==> config.mk <==
export PLATFORM = sky130hd
export DESIGN_NAME = alu_arbiter
export DESIGN_NICKNAME = d
export VERILOG_FILES = /design/src/rtl/alu_arbiter.sv
export SDC_FILE = /design/constraint.sdc
export NUM_CORES = 1
export LEC_CHECK = 0
export CORE_UTILIZATION = 35
export CTS_CLUSTER_DIAMETER = 80
export DETAILED_ROUTE_END_ITERATION = 8
export PLACE_DENSITY = 0.73
export SYNTH_ARGS = -nofsm -noshare
export SYNTH_HDL_FRONTEND = slang
export SYNTH_SLANG_ARGS = --single-unit
==> constraint.sdc <==
create_clock -name clk -period 2.2 [get_ports clk]
set_input_delay 0.44 -clock clk [delete_from_list [all_inputs] [get_ports clk]]
set_output_delay 0.44 -clock clk [all_outputs]
set_load 0.01 [all_outputs]
==> src/rtl/alu_arbiter.sv <==
// -----------------------------------------------------------------------------
// alu_arbiter
//   Round-robin arbiter and sequencer that shares one external combinational
//   ALU between two requesters. A granted request has its operands registered
//   toward the ALU. One cycle later the result is captured. The result is then
//   offered on the response handshake of the granted requester until that
//   requester consumes it.
//
// Ports
//   clk, reset_n             clock, synchronous active-low reset
//   reqN_valid/ready         request handshake of requester N (ready is
//                            combinational, only in IDLE)
//   reqN_a/b/op              operands and opcode of requester N
//   rspN_valid/ready         response handshake of requester N
//   rsp_c, rsp_cout          shared response data (valid with rspN_valid)
//   alu_a/b/op               registered operands/opcode to the ALU
//   alu_c, alu_cout          ALU result and overflow flag
//   busy                     high whenever the sequencer is not IDLE
//   ops_done                 wrapping count of consumed responses
// -----------------------------------------------------------------------------
module alu_arbiter #(
    parameter int WIDTH = 16,
    parameter int OP_W  = 4,
    parameter int CNT_W = 16
) (
    input  logic             clk,
    input  logic             reset_n,
    input  logic             req0_valid,
    output logic             req0_ready,
    input  logic [WIDTH-1:0] req0_a,
    input  logic [WIDTH-1:0] req0_b,
    input  logic [OP_W-1:0]  req0_op,
    input  logic             req1_valid,
    output logic             req1_ready,
    input  logic [WIDTH-1:0] req1_a,
    input  logic [WIDTH-1:0] req1_b,
    input  logic [OP_W-1:0]  req1_op,
    output logic             rsp0_valid,
    input  logic             rsp0_ready,
    output logic             rsp1_valid,
    input  logic             rsp1_ready,
    output logic [WIDTH-1:0] rsp_c,
    output logic             rsp_cout,
    output logic [WIDTH-1:0] alu_a,
    output logic [WIDTH-1:0] alu_b,
    output logic [OP_W-1:0]  alu_op,
    input  logic [WIDTH-1:0] alu_c,
    input  logic             alu_cout,
    output logic             busy,
    output logic [CNT_W-1:0] ops_done
);

    typedef enum logic [1:0] {
        S_IDLE  = 2'd0,
        S_ISSUE = 2'd1,
        S_RESP  = 2'd2
    } state_t;

    state_t           state_q, state_d;
    logic [WIDTH-1:0] alu_a_q, alu_a_d;
    logic [WIDTH-1:0] alu_b_q, alu_b_d;
    logic [OP_W-1:0]  alu_op_q, alu_op_d;
    logic [WIDTH-1:0] rsp_c_q, rsp_c_d;
    logic             rsp_cout_q, rsp_cout_d;
    logic [1:0]       rsp_valid_q, rsp_valid_d;  // one-hot per requester
    logic             gnt_q, gnt_d;              // ID of the request in flight
    logic             last_q, last_d;            // ID of the previous winner
    logic [CNT_W-1:0] ops_q, ops_d;
    logic             pick0_s, pick1_s;
    logic             consume_s;

    // Arbitration: on a tie the requester that did not win last time goes.
    // The two picks are mutually exclusive by construction.
    always_comb begin
        pick0_s = req0_valid & (~req1_valid | last_q);
        pick1_s = req1_valid & (~req0_valid | ~last_q);
    end

    // Next-state and handshake logic of the IDLE/ISSUE/RESP sequencer.
    always_comb begin
        state_d     = state_q;
        alu_a_d     = alu_a_q;
        alu_b_d     = alu_b_q;
        alu_op_d    = alu_op_q;
        rsp_c_d     = rsp_c_q;
        rsp_cout_d  = rsp_cout_q;
        rsp_valid_d = rsp_valid_q;
        gnt_d       = gnt_q;
        last_d      = last_q;
        ops_d       = ops_q;
        req0_ready  = 1'b0;
        req1_ready  = 1'b0;
        consume_s   = (rsp_valid_q[0] & rsp0_ready) | (rsp_valid_q[1] & rsp1_ready);
        case (state_q)
            S_IDLE: begin
                req0_ready = pick0_s;
                req1_ready = pick1_s;
                if (pick0_s) begin
                    alu_a_d  = req0_a;
                    alu_b_d  = req0_b;
                    alu_op_d = req0_op;
                    gnt_d    = 1'b0;
                    last_d   = 1'b0;
                    state_d  = S_ISSUE;
                end else if (pick1_s) begin
                    alu_a_d  = req1_a;
                    alu_b_d  = req1_b;
                    alu_op_d = req1_op;
                    gnt_d    = 1'b1;
                    last_d   = 1'b1;
                    state_d  = S_ISSUE;
                end else begin
                    state_d = S_IDLE;
                end
            end
            S_ISSUE: begin
                // The ALU has had a full cycle on the registered operands.
                rsp_c_d     = alu_c;
                rsp_cout_d  = alu_cout;
                rsp_valid_d = gnt_q ? 2'b10 : 2'b01;
                state_d     = S_RESP;
            end
            S_RESP: begin
                if (consume_s) begin
                    rsp_valid_d = 2'b00;
                    ops_d       = ops_q + {{(CNT_W-1){1'b0}}, 1'b1};
                    state_d     = S_IDLE;
                end else begin
                    state_d = S_RESP;
                end
            end
            default: begin
                rsp_valid_d = 2'b00;
                state_d     = S_IDLE;
            end
        endcase
    end

    // State and datapath registers with synchronous active-low reset.
    always_ff @(posedge clk) begin
        if (!reset_n) begin
            state_q     <= S_IDLE;
            alu_a_q     <= {WIDTH{1'b0}};
            alu_b_q     <= {WIDTH{1'b0}};
            alu_op_q    <= {OP_W{1'b0}};
            rsp_c_q     <= {WIDTH{1'b0}};
            rsp_cout_q  <= 1'b0;
            rsp_valid_q <= 2'b00;
            gnt_q       <= 1'b0;
            last_q      <= 1'b1;
            ops_q       <= {CNT_W{1'b0}};
        end else begin
            state_q     <= state_d;
            alu_a_q     <= alu_a_d;
            alu_b_q     <= alu_b_d;
            alu_op_q    <= alu_op_d;
            rsp_c_q     <= rsp_c_d;
            rsp_cout_q  <= rsp_cout_d;
            rsp_valid_q <= rsp_valid_d;
            gnt_q       <= gnt_d;
            last_q      <= last_d;
            ops_q       <= ops_d;
        end
    end

    // Output drive from registered state.
    always_comb begin
        alu_a      = alu_a_q;
        alu_b      = alu_b_q;
        alu_op     = alu_op_q;
        rsp_c      = rsp_c_q;
        rsp_cout   = rsp_cout_q;
        rsp0_valid = rsp_valid_q[0];
        rsp1_valid = rsp_valid_q[1];
        busy       = (state_q != S_IDLE);
        ops_done   = ops_q;
    end

endmodule

## After elaboration in Yosys (flattened, before gate mapping)

Index checks and enable logic that the tools add are counted.

| storage, ports and cells | value |
|---|---|
| flip-flop bits (word level) | 75 |
| logic and storage cells | 48 |
| output and inout port bits | 74 |
| input port bits | 95 |

| cells by class | value |
|---|---|
| reductions and logical operators | 6 |
| multiplexer cells | 17 |
| bitwise gates (word level) | 11 |
| equal/unequal tests | 3 |
| $add $sub $neg | 1 |

Operator list:

| operator | count |
|---|---|
| 16-bit two-way mux | 4 |
| 16-bit by 1-bit adder with 16-bit output (second input constant) | 1 |
| 2-bit one-hot mux with 3 select lines | 2 |
| 4-bit two-way mux | 2 |
| 1-bit two-way mux | 6 |
| 2-bit two-way mux | 3 |
| 2-bit AND reduction | 3 |
| 1-bit AND | 4 |
| 1-bit NOT | 4 |
| 2-bit nonzero test | 2 |
| 1-bit bitwise OR | 3 |
| 2-bit by 1-bit == test with 1-bit output (second input constant) | 1 |
| 2-bit == test (second input constant) | 1 |
| 2-bit zero test | 1 |
| 2-bit != test (second input constant) | 1 |

## Depth between registers and ports, before layout

Gate-level depths: netlist of the first run.

| depth | value |
|---|---|
| depth in word-level cells | 6 |
| gate-level depth with buffers | 6 |
| gate-level depth less buffers | 5 |

## Least setup slack after synthesis of the first run

Ideal clock, no wire load.

| path | value |
|---|---|
| path kind | reg2reg |
| start point | reg rsp_valid_q[0] |
| end point | reg ops_q[13] (netlist: ops_done[13]) |
| setup time | 70 ps |
| buffers on the path | 1 |
| slack | 301 ps |
| data required time | 2,130 ps |
| stages on the path, launching flop included | 6 |
| data arrival time | 1,828 ps |
| clock period less this slack | 1,899 ps |
| cells stage by stage | dfxtp_1 a22oi_2 or4_1 buf_2 or4_1 a21oi_1 |

| between the ends | value |
|---|---|
| cells in the longest elaborated chain, start to end | 3 |

Ends and longest elaborated chain:

| item | RTL line | text |
|---|---|---|
| start, declared | 65 | `logic [1:0] rsp_valid_q, rsp_valid_d;` |
| start signal, assigned | 159 | `rsp_valid_q <= rsp_valid_d;` |
| 1-bit AND | 93 | `consume_s = (rsp_valid_q[0] & rsp0_ready) \| (rsp_valid_q[1] & rsp1_ready);` |
| 1-bit bitwise OR | 93 |  |
| 2-bit AND reduction (no source line) | - |  |
| end signal, assigned | 151 | `ops_q <= {CNT_W{1'b0}};` |
| end signal, assigned | 162 | `ops_q <= ops_d;` |
| end, declared | 68 | `logic [CNT_W-1:0] ops_q, ops_d;` |

Every way passes these cells.
A chain may end at the register's enable or synchronous reset.

## Final worst setup path of the first run

| path | value |
|---|---|
| start point | in rsp0_ready |
| end point | reg ops_q[13] (netlist: ops_done[13]) |

| between the ends | value |
|---|---|
| cells in the longest elaborated chain, start to end | 3 |

Ends and longest elaborated chain:

| item | RTL line | text |
|---|---|---|
| start, declared | 39 | `input logic rsp0_ready,` |
| 1-bit AND | 93 |  |
| 1-bit bitwise OR | 93 |  |
| 2-bit AND reduction (no source line) | - |  |

Every way passes these cells.

==> impl_metrics.yaml, run 1 <==
placement:
  dpl.hpwl_um: 6630
  gp_congestion: 0.740
  io_buffers: 168
  dp.cells: 616
setup_path:
  path_cells: "clkdlybuf4s50_1 -> a22oi_2 -> or4_4 -> or4_1 -> a21oi_1"
  arrival_ps: 2340
  cp_max_fo: 7
  endpoint_kind: "register"
  r2r_start: "state_q[1]"
  crit_end: "ops_done[13]"
  cp-startpoint: "rsp0_ready"
  cp.required_ps: 2470
  rr_worst_depth: 4
  max_stage_delay_ps: 590
  start_kind: "input port"
  reg2reg_to: "ops_done[13]"
  cp_slowest_cell: "or4_4"
  r2r_slack_ps: 260
  path_class: "input port to register"
logic_synthesis:
  synth_cells: 352
  ys_top_cells_by_area: "dfxtp_1 (48%), mux2i_1 (12%), a211oi_1 (8.6%), nor2_1 (5.9%), nand2_1 (5.4%)"
  synth_nets: 448
  synthArstFlopShare_pct: 0
  ys_types: 33
  ys_ff_latch: 75
  syn_area_sq_um: 3130
  synth_top_area_cell: "dfxtp_1"
  synth_top_area_share_pct: 48.0
  seq_area_frac_synth_pct: 48.0
  synth_ff_type: "dfxtp_1"
  synth.avg_cell_area_sq_um: 8.89
  synth.yosys.warnings: 0
  synth_edf_count: 0
cts:
  cts.sinks: 75
  root_buffer: "clkbuf_8"
  clock_latency_ps: 340
  cts_max_path_buffers: 2
  cts_setup_buffers: 0
  htreeDepth: 3
  cts_buffers: 9
  cts.clk_slew.worst_paths_ps: 80
  cts_tree: "yes"
power:
  power.density_nw_per_um2: 676
  ir_drop_v: 0.000306
  power.total_mw: 3.50
  p_leak_nw: 1.98
finish:
  n_antenna_cell: 0
  layout.nets: 615
  n_fill_cell: 793
  fin_cells: 632
  drive_above_1_share_pct: 6.68
  area_growth_pct: 65.4
floorplan:
  core-area_sq_um: 8680
  rows: 34
  die_x_um: 96.6
  start_util_pct: 36.1
  num_io_pins: 169
  die-area_sq_um: 9320
  die_h_um: 96.6
sta:
  holdWs_ps: 458
  setup-violations-final: 0
  fin_crit_ps: 2070
  finalMaxSlewViolations: 0
  relSlewSlack_pct: 55.2
  worst_pin_slew_ps: 672
  final_hold_viol_count: 0
  max_freq_ghz: 0.484
  finClkSkew_ps: 5.10
  period_share_pct: 93.9
  rsz0062_at_grt: "false"
routing:
  drt-wirelength-per-cell_um: 14.3
  num_vias: 3162
  drtAntennaViolNets: 0
  dr.pass1.iters: 4
  drc: 0
  finalWirelength_um: 9020
  via_per_inst: 5.00
  drtIter0Drc: 46
global_routing:
  grt_usage_pct: 19.1
  grt_pass1_vias: 2911
  grt_max_degree: 54
  grt_pass1_wl_um: 13400
  grt-ovfl-total: 0
  antenna_found_initial: 0
hold_path:
  hold_path.class: "register to register"
outcome:
  status: "finished, final reports clean"
job:
  max_cap_viol_count: 0
[critical path, delay by kind of cell]
| family | cells | cell delay, ps |
|---|---|---|
| and+or+nand+nor | 2 | 1130 |
| buffers and inverters | 1 | 490 |
| AOI/OAI and AO/OA | 2 | 280 |
[worst min path at each step]
| stage | start | end | slack [ps] | cells after the start |
|---|---|---|---|---|
| after floorplan | rsp_c[0] | rsp_c[0] | 480 | 2 |
| after global placement | rsp_c[1] | rsp_c[1] | 440 | 2 |
| after detailed placement | rsp_cout | rsp_cout | 450 | 2 |
| after CTS | rsp_c[5] | rsp_c[5] | 460 | 2 |
| after global routing | rsp_cout | rsp_cout | 480 | 2 |
| final | rsp_c[5] | rsp_c[5] | 460 | 2 |
[repair_timing]
action | CTS | global route
hold buffers | 0 | 0
endpoints found under the setup margin | 2 | 1
endpoints found under the hold margin | 0 | 0
gates resized for setup | 4 | 1
cloned | 0 | 0
[power breakdown]
group	switching [mW]	total [mW]	internal, mW
clock network	0.517	1.07	0.555
logic	0.375	0.874	0.499
registers	0.0724	1.55	1.48
[layout by cell type (no fill, tap or decap), types with 4 or more instances in the layout]
cell	netlist	final
or4_1	5	4
clkbuf_8	0	10
or3_1	4	4
o21ai_0	6	5
buf_4	0	11
dfxtp_1	75	75
nor2_1	49	48
a21oi_1	29	29
nand3_1	4	4
a211oi_1	36	36
xnor2_1	4	4
nand4_1	6	6
nand2_1	45	45
mux2i_1	37	37
clkdlybuf4s50_1	0	166
[flip-flops by register name (all words and copies together), names as in the netlist]
name         count
rsp_valid_q      2
alu_b           16
alu_a           16
rsp_c           16
rsp_cout         1
ops_done        16
gnt_q            1
alu_op           4
state_q          2
last_q           1
[cells by family after synthesis]
group	share of synthesized area, %
simple gates	17.8
xor+xnor	1.68
mux	11.8
buf+inv	3.44
flops	48.0
fa+ha+maj	0.400
compound gates	16.8
[final cells by class]
class / count / area, sq um / area share (%)
repair buffers: 180 / 1780 / 34.4
multi-input cells: 250 / 1540 / 29.8
flip-flops and latches: 75 / 1500 / 29.0
clock buffers: 10 / 138 / 2.66
well taps: 108 / 135 / 2.61
clock inverters: 6 / 63.8 / 1.23
inverters: 3 / 11.3 / 0.218
[layer usage]
| metal | up-vias | GRT usage [%] | share of wire [%] |
|---|---|---|---|
| met5 | - | 0 | 0 |
| met4 | 0 | 6.99 | 1.4 |
| met3 | 12 | 9.23 | 11 |
| met2 | 121 | 31.8 | 47 |
| met1 | 1446 | 21.0 | 40 |
| li1 | 1583 | - | - |
[cell usage after synthesis (5+ instances only)]
cell type / instances
or4_1: 5
nand4_1: 6
mux2i_1: 37
a211oi_1: 36
nand2_1: 45
dfxtp_1: 75
nor2_1: 49
o21ai_0: 6
buf_2: 5
clkbuf_1: 18
a21oi_1: 29
[metrics by stage]
stage	setup TNS, ps	instance area (sq um)	util (%)	setup WS [ps]
6_report	0	5170	59.6	133
5_1_grt	0	5170	59.6	38.3
4_1_cts	0	5170	59.6	58.2
3_5_place_dp	-1380	4960	57.2	-294
3_3_place_gp	-722	4960	57.2	-182
2_1_floorplan	0	3130	-	301
Note: power is estimated with default switching activity, not from simulation.
==> run 2, diff against run 1 <==
- CTS_CLUSTER_DIAMETER: 80 -> 50
- clock period: 2.2 -> 2.05 ns (I/O delays scaled with it)
==> run 2 against run 1 <==
Critical path depth unchanged. Hold slack lost 2.3 ps. Non-clock buffer count is 8 higher. Power grew 11%. Via count increased by 0.38%. Register-to-register slack got worse by 60 ps. Clock-buffer cell count did not move. Sequential power up 7%. Die area unchanged. Combinational power up 9.2%. Clock power is 20% higher. Design area grew 1.7%. Largest power group unchanged.
==> impl_metrics.yaml, run 2 (same netlist as run 1, synthesis figures left out) <==
routing:
  drt-wirelength-per-cell_um: 14.3
  via_per_inst: 4.96
  finalWirelength_um: 9140
  drc: 0
  drtAntennaViolNets: 0
  dr.pass1.iters: 4
  drtIter0Drc: 36
  num_vias: 3174
setup_path:
  path_class: "input port to register"
  reg2reg_to: "ops_done[15]"
  endpoint_kind: "register"
  r2r_slack_ps: 200
  arrival_ps: 2250
  crit_end: "ops_done[15]"
  start_kind: "input port"
  cp_max_fo: 4
  cp-startpoint: "rsp0_ready"
  r2r_start: "state_q[0]"
  rr_worst_depth: 4
  cp.required_ps: 2330
cts:
  cts_max_path_buffers: 2
  cts_tree: "yes"
  root_buffer: "clkbuf_8"
  cts.sinks: 75
  cts.clk_slew.worst_paths_ps: 80
  holdBufCountCts: 0
  htreeDepth: 3
  cts_setup_buffers: 0
  clock_latency_ps: 350
  cts_buffers: 9
finish:
  n_fill_cell: 784
  mostFrequentLayoutCells: "clkdlybuf4s50_1 (166), dfxtp_1 (74), nor2_1 (48), nand2_1 (45), mux2i_1 (37)"
  final_common_cell: "clkdlybuf4s50_1"
  drive_above_1_share_pct: 8.27
  area_growth_pct: 68.1
  n_antenna_cell: 0
  layout.nets: 623
sta:
  setup-violations-final: 0
  setup_tns_ps: 0
  period_share_pct: 96.0
  relSlewSlack_pct: 54.0
  worst_pin_slew_ps: 691
  fin_crit_ps: 1970
  finalMaxSlewViolations: 0
  rsz0062_at_grt: "false"
  fin_ws_ps: 81.5
  max_freq_ghz: 0.508
  finClkSkew_ps: 8.66
  final_hold_viol_count: 0
placement:
  post-place-ws_ps: -312
  gp_congestion: 0.736
  io_buffers: 168
  dpl.hpwl_um: 6790
global_routing:
  grt_pass1_wl_um: 13700
  antenna_found_initial: 0
  grt-ovfl-total: 0
  grt_usage_pct: 19.5
  grt_pass1_vias: 2904
  grt_max_degree: 58
floorplan:
  start_util_pct: 36.1
  rows: 34
  core-area_sq_um: 8680
  num_io_pins: 169
  die_h_um: 96.6
  die-area_sq_um: 9320
  die_x_um: 96.6
outcome:
  status: "finished, final reports clean"
job:
  max_cap_viol_count: 0
power:
  ir_drop_v: 0.000353
  power.density_nw_per_um2: 741
  p_leak_nw: 2.03
hold_path:
  hold_path.class: "register to register"
run 2: cell count changes in the layout (fill, tap and decap cells not counted), sizes merged:
cell    change
buf         +8
bufinv      +1
inv         -1
run 2: final cells by class:
class | instances | area, sq um | area share [%]
timing repair buffer | 188 | 1840 | 35.0
clock inverter | 6 | 88.8 | 1.69
inverter | 3 | 11.3 | 0.214
tap | 108 | 135 | 2.57
multi-input combinational | 250 | 1540 | 29.3
clock buffer | 10 | 138 | 2.62
sequential | 75 | 1500 | 28.6
run 2: through the flow:
step                cell area (sq um)  std cells  utilization, %  total power, mW  hold slack, ps
global route                     5260        640            60.6             4.11             471
global placement                 5020        624            57.9             2.64             441
floorplan                        3130        352               -             2.10             481
finish                           5260        640            60.6             3.90             456
detailed placement               5020        624            57.9             2.66             448
CTS                              5260        640            60.6             3.95             459
run 2: report_power, final:
group          internal [mW]  leakage (nW)  switching (mW)  total, mW
Combinational          0.547          1.31           0.408      0.954
Clock                  0.718         0.108           0.560       1.28
Sequential              1.59         0.617          0.0764       1.66
run 2: timing repair:
item	4_1_cts	5_1_grt
pin swaps	0	0
setup endpoints to repair	2	2
gates resized for setup	4	2
run 2: metal layers:
metal	wire [um]	global-route usage [%]	vias to the layer above
li1	-	-	1605
met1	3640	22.1	1432
met2	4360	31.6	128
met3	1020	9.23	9
met4	108	7.35	0
met5	0	0	-
run 2: critical path, cell delays in order:
cell	delay, ps
clkdlybuf4s50_1	490
a22oi_2	100
or4_4	560
or4_1	510
a21oi_1	170
run 2: worst min path at each step:
stage / start / endpoint / slack [ps] / depth (start not counted)
2_1_floorplan: rsp_c[0] / rsp_c[0] / 480 / 2
3_3_place_gp: rsp_c[7] / rsp_c[7] / 440 / 2
3_5_place_dp: rsp_c[3] / rsp_c[3] / 450 / 2
4_1_cts: rsp_c[3] / rsp_c[3] / 460 / 2
5_1_grt: rsp_c[6] / rsp_c[6] / 470 / 2
6_report: rsp_c[3] / rsp_c[3] / 460 / 2
